`src/rtl/fifo_pkg.sv`:
```
// fifo_pkg: shared definitions for the FIFO read streamer slice.
// Holds the output-buffer occupancy encoding and the delivered-word counter width.
package fifo_pkg;

    typedef enum logic [1:0] {
        EMPTY = 2'd0,
        ONE   = 2'd1,
        TWO   = 2'd2
    } occ_t;

    localparam int unsigned CNT_W = 16;

endpackage : fifo_pkg

```
`src/rtl/fifo_rd_streamer_skid_buf2.sv`:
```
// skid_buf2: two-entry in-order output buffer with occupancy state.
// slot0 always holds the oldest word and drives head_data.
module skid_buf2
    import fifo_pkg::*;
#(
    parameter int unsigned WIDTH = 8
) (
    input  logic             clk,
    input  logic             reset,
    input  logic             push,
    input  logic [WIDTH-1:0] push_data,
    input  logic             pop,
    output logic [WIDTH-1:0] head_data,
    output occ_t             occupancy
);

    logic [WIDTH-1:0] slot0;
    logic [WIDTH-1:0] slot1;

    // Occupancy FSM plus entry storage; simultaneous push/pop keeps the level and order
    always_ff @(posedge clk or posedge reset) begin
        if (reset) begin
            occupancy <= EMPTY;
            slot0     <= '0;
            slot1     <= '0;
        end else begin
            case (occupancy)
                EMPTY: begin
                    if (push) begin
                        slot0     <= push_data;
                        occupancy <= ONE;
                    end
                end
                ONE: begin
                    if (push && pop) begin
                        slot0 <= push_data;
                    end else if (push) begin
                        slot1     <= push_data;
                        occupancy <= TWO;
                    end else if (pop) begin
                        occupancy <= EMPTY;
                    end
                end
                TWO: begin
                    // push without pop cannot happen here: the read gate upstream reserves space
                    if (pop) begin
                        slot0 <= slot1;
                        if (push) begin
                            slot1 <= push_data;
                        end else begin
                            occupancy <= ONE;
                        end
                    end
                end
                default: begin
                    occupancy <= EMPTY;
                end
            endcase
        end
    end

    assign head_data = slot0;

endmodule : skid_buf2

```
`src/rtl/fifo_rd_streamer.sv`:
```
// fifo_rd_streamer: drains a Sync_FIFO with a registered read port into a
// valid/ready stream at full throughput using a two-entry output buffer.
// Optional macro FIFO_RD_CNT_EN adds the 16-bit word_count output.
module fifo_rd_streamer
    import fifo_pkg::*;
#(
    parameter int unsigned WIDTH = 8
) (
    input  logic             clk,
    input  logic             reset,
    input  logic [WIDTH-1:0] fifo_data,
    input  logic             fifo_empty,
    output logic             fifo_rd_en,
    output logic [WIDTH-1:0] m_data,
    output logic             m_valid,
    input  logic             m_ready
`ifdef FIFO_RD_CNT_EN
    ,
    output logic [CNT_W-1:0] word_count
`endif
);

    logic       inflight;
    logic       pop;
    logic [2:0] level_next;
    occ_t       occupancy;

    // Track a FIFO read whose data appears on fifo_data this cycle
    always_ff @(posedge clk or posedge reset) begin
        if (reset) begin
            inflight <= 1'b0;
        end else begin
            inflight <= fifo_rd_en;
        end
    end

    // Issue a read only when the buffer level after this cycle leaves room for its data;
    // reset gates the strobe so it drops in the same cycle reset asserts
    always_comb begin
        pop        = m_valid && m_ready;
        level_next = {1'b0, occupancy} + {2'b00, inflight} - {2'b00, pop};
        fifo_rd_en = !reset && !fifo_empty && (level_next < 3'd2);
    end

    skid_buf2 #(
        .WIDTH(WIDTH)
    ) u_buf (
        .clk       (clk),
        .reset     (reset),
        .push      (inflight),
        .push_data (fifo_data),
        .pop       (pop),
        .head_data (m_data),
        .occupancy (occupancy)
    );

    assign m_valid = (occupancy != EMPTY);

`ifdef FIFO_RD_CNT_EN
    // Count words accepted downstream; wraps at the counter width
    always_ff @(posedge clk or posedge reset) begin
        if (reset) begin
            word_count <= '0;
        end else if (pop) begin
            word_count <= word_count + CNT_W'(1);
        end
    end
`endif

endmodule : fifo_rd_streamer
```
`config.mk`:
```
export PLATFORM = sky130hd
export DESIGN_NAME = fifo_rd_streamer
export DESIGN_NICKNAME = d
export VERILOG_FILES = /design/src/rtl/fifo_pkg.sv /design/src/rtl/fifo_rd_streamer_skid_buf2.sv /design/src/rtl/fifo_rd_streamer.sv
export SDC_FILE = /design/constraint.sdc
export NUM_CORES = 1
export LEC_CHECK = 0
export CELL_PAD_IN_SITES_DETAIL_PLACEMENT = 0
export CELL_PAD_IN_SITES_GLOBAL_PLACEMENT = 1
export CORE_MARGIN = 10
export CORE_UTILIZATION = 38
export DETAILED_ROUTE_END_ITERATION = 8
export GPL_ROUTABILITY_DRIVEN = 0
export GPL_TIMING_DRIVEN = 0
export PLACE_DENSITY = 0.85
export SYNTH_ARGS = -nofsm -noshare
export SYNTH_HDL_FRONTEND = slang
export SYNTH_SLANG_ARGS = --single-unit
```
`constraint.sdc`:
```
create_clock -name clk -period 2.6 [get_ports clk]
set_clock_uncertainty 0.2 [all_clocks]
set_input_delay 0.39 -clock clk [delete_from_list [all_inputs] [get_ports clk]]
set_output_delay 0.39 -clock clk [all_outputs]
set_load 0.01 [all_outputs]
```
==> impl_results.md, run 1 <==
- Status: complete, but fails checks
- Failing checks: negative setup slack
- Int Pwr: about 0.85 mW
- Post-synth cell types: 21
- Commonest cells after routing, fill and taps aside: 24 x mux2_2, 19 x clkdlybuf4s50_1, 18 x dfrtp_1
- GRT Overall Usage: 0.0782
- Vias in the first global route: 686
- Startpoint class of the critical path: flip-flop
- Hold Crit Class: reg -> reg
- Worst vdd ir: 0.000530 V
- Max Clk Rate: 0.381 GHz
- Slew Limit Fails: 0
- Setup WS post-layout: -0.0277 ns
- Number of max-cap violations: 0
- Register area share after synthesis: 0.499
- Largest net degree at the start of global routing: 20
- Mapped Area: ~950 um2
- Gr ovfl total: 0
- Fin cells: about 130
- CTS max path bufs: 2
- Min Tclk post-route: roughly 2.6 ns
- LEAKAGE: 0.539 nW
- FF+latch area: about 480 um2
- Post-route ant nets: 0
- Setup TNS: -0.0277 ns
- Hold Vio Cnt, Final: 0
- Via count: approximately 620
- Pwr Total: between 1 and 1.5 mW
- DRT iter0 DRCs: 3
- Global-route wire length before repair: roughly 3200 um
- Core box area: around 0.0024 mm2
- Tcrit/Tclk final: 1.01
- Num Clock Sinks: 19
- Final hold slack: approximately 0.29 ns
- Final HPWL DP: between 1000 and 1500 um
- Clock Tree Root: clkbuf_4
- Multi-input gate area: between 400 and 500 um2
- Util after Layout: 0.526
- CP required: about 2.0 ns
- Die area: between 0.004 and 0.005 mm2
- Critical path's largest stage delay: approximately 0.43 ns
- Synth Register Bits: 19
- Worst path slowest cell: dfrtp_2
- Mapped Cells: 65
- H-tree Lvls: 1
- Critical-path maximum fanout: 4
- Clk network pwr share: 0.117
- Post-synth net total: 78
- RSZ-0062 raised after global routing: yes
- Worst-skew pair later-pin latency: ~0.29 ns
- Slew headroom: 0.550
- Setup Viol. Count Final: 1
- Synth async-reset ratio: 1.00
- Reg power frac: 0.420
- Port Buf Inserts: 21
- CP Data Arrival Time: 2.04 ns
- Row Count: 18
- Sw frac: 0.304
- Gate power share: 0.463
- DP Area: between 0.001 and 0.0015 mm2
- Routed WL: 1810 um
- Wirelength per Cell: between 10 and 15 um
- Post-synth EDFFs: 0
- Placed Cells: around 120
- Yosys warning count: 0
- PwrDens: 952 mW/mm2
- Worst Tran Pin Value: slightly below 0.7 ns
- Syn_area_per_cell: 14.6 um2
- Die Height: 70.1 um
- CP cell instances: and3b_4, o21ai_2, fa_2, xor2_1, nor4b_2, buf_2
- Place WS: -0.941 ns
- Layout cell share with drive strength beyond 1: 0.495
- Number of fill cells: about 220
- Number of detailed-route iterations in the first pass: 2
- CTS buffer count: 3
- Ys flop type: dfrtp_1
- Die X: ~70 um
- Post-route DRC: 0
- CP Class: reg -> out
- Initial Utilization: 0.391
- Fin nets: ~110
- Clock Pin Slew Worst Setup and Hold Paths: about 0.1 ns
- Diodes inserted: 0
- Ports: 22
- Design Area, Final: around 0.0013 mm2
- P_sw: between 0.3 and 0.4 mW
- Synth-to-Final Area Change: 34.3%
- Initial antenna violation count: 0
- Commonest non-fill, non-tap cell in the layout: mux2_2
- CTS tree: done
- Vias/cell: 4.97
- Worst Setup End Kind: primary output
## registers in the layout, indices dropped and copies added (netlist names)
| signal | cells |
|---|---|
| u_buf.slot1 | 8 |
| inflight | 1 |
| u_buf.occupancy | 2 |
| u_buf.head_data | 8 |
## power groups by stage
stage	Combinational, mW	Sequential [mW]	Clock [mW]
2_1_floorplan	0.281	0.537	0
3_3_place_gp	0.521	0.513	0
3_5_place_dp	0.537	0.526	0
4_1_cts	0.575	0.514	0.146
5_1_grt	0.615	0.534	0.161
6_report	0.563	0.511	0.143
## Yosys cell counts (2+ instances only)
library cell / n / area, um2
dfrtp_1: 19 / 475
mux2_2: 24 / 270
mux2i_1: 2 / 20.0
nor2b_1: 2 / 12.5
o21ai_0: 2 / 10.0
## kinds of logic after synthesis
kind of cell	after synthesis	synth area share
adders and majority gates	1	0.0210
and+or+nand+nor	9	0.0736
AOI/OAI and AO/OA	6	0.0683
buffers and inverters	3	0.0237
DFF	19	0.499
xor gates and xnor gates	1	0.00920
muxes	26	0.305
## layout make-up
type / count / share of cell area
Tap cell: 30 / 0.0294
Buffer: 2 / 0.0176
Clock buffer: 3 / 0.0176
Sequential cell: 19 / 0.373
Clock inverter: 1 / 0.00391
Timing Repair Buffer: 26 / 0.189
Multi-Input combinational cell: 43 / 0.367
Inverter: 1 / 0.00294
## critical path, delay by kind of cell (launching register included)
family / cells / cell delay (ns)
flip-flops: 1 / 0.43
AND/OR/NAND/NOR: 2 / 0.57
buffers and inverters: 1 / 0.18
XOR/XNOR: 1 / 0.16
AO/OA/AOI/OAI: 1 / 0.06
adder cells (fa/ha/maj): 1 / 0.35
## worst paths after layout
check | startpoint | to | slack, ns | cells past startpoint
worst max-delay path | u_buf.occupancy[0] | fifo_rd_en | -0.03 | 6
max in group asynchronous | reset | u_buf.occupancy[0] | 1.39 | 2
worst min-delay path | u_buf.occupancy[0] | u_buf.occupancy[0] | 0.29 | 1
worst max register to register | u_buf.occupancy[0] | inflight | 0.73 | 5
min in group asynchronous | reset | u_buf.head_data[5] | 0.34 | 2
worst min register to register | u_buf.occupancy[0] | u_buf.occupancy[0] | 0.29 | 1
## routing by layer
metal,vias up,part of all wire,track usage
li1,296,-,-
met1,307,0.43,0.0876
met2,14,0.49,0.129
met3,4,0.067,0.0339
met4,0,0.013,0.0263
met5,-,0,0
## timing repair
| item | 4_1_cts | 5_1_grt |
|---|---|---|
| setup endpoints to repair | 1 | 1 |
| pin swaps | 2 | 2 |
| resized for setup | 13 | 2 |
| hold buffers | 0 | 0 |
| buffers inserted | 5 | 0 |
Note: power is estimated with default switching activity, not from simulation.
==> run 2: changes to the inputs <==
Settings changed: CAP_MARGIN from default to 20, SLEW_MARGIN from default to 40.
==> results of run 2 <==
No change in the layout: final DEF, timing and power equal those of run 1.
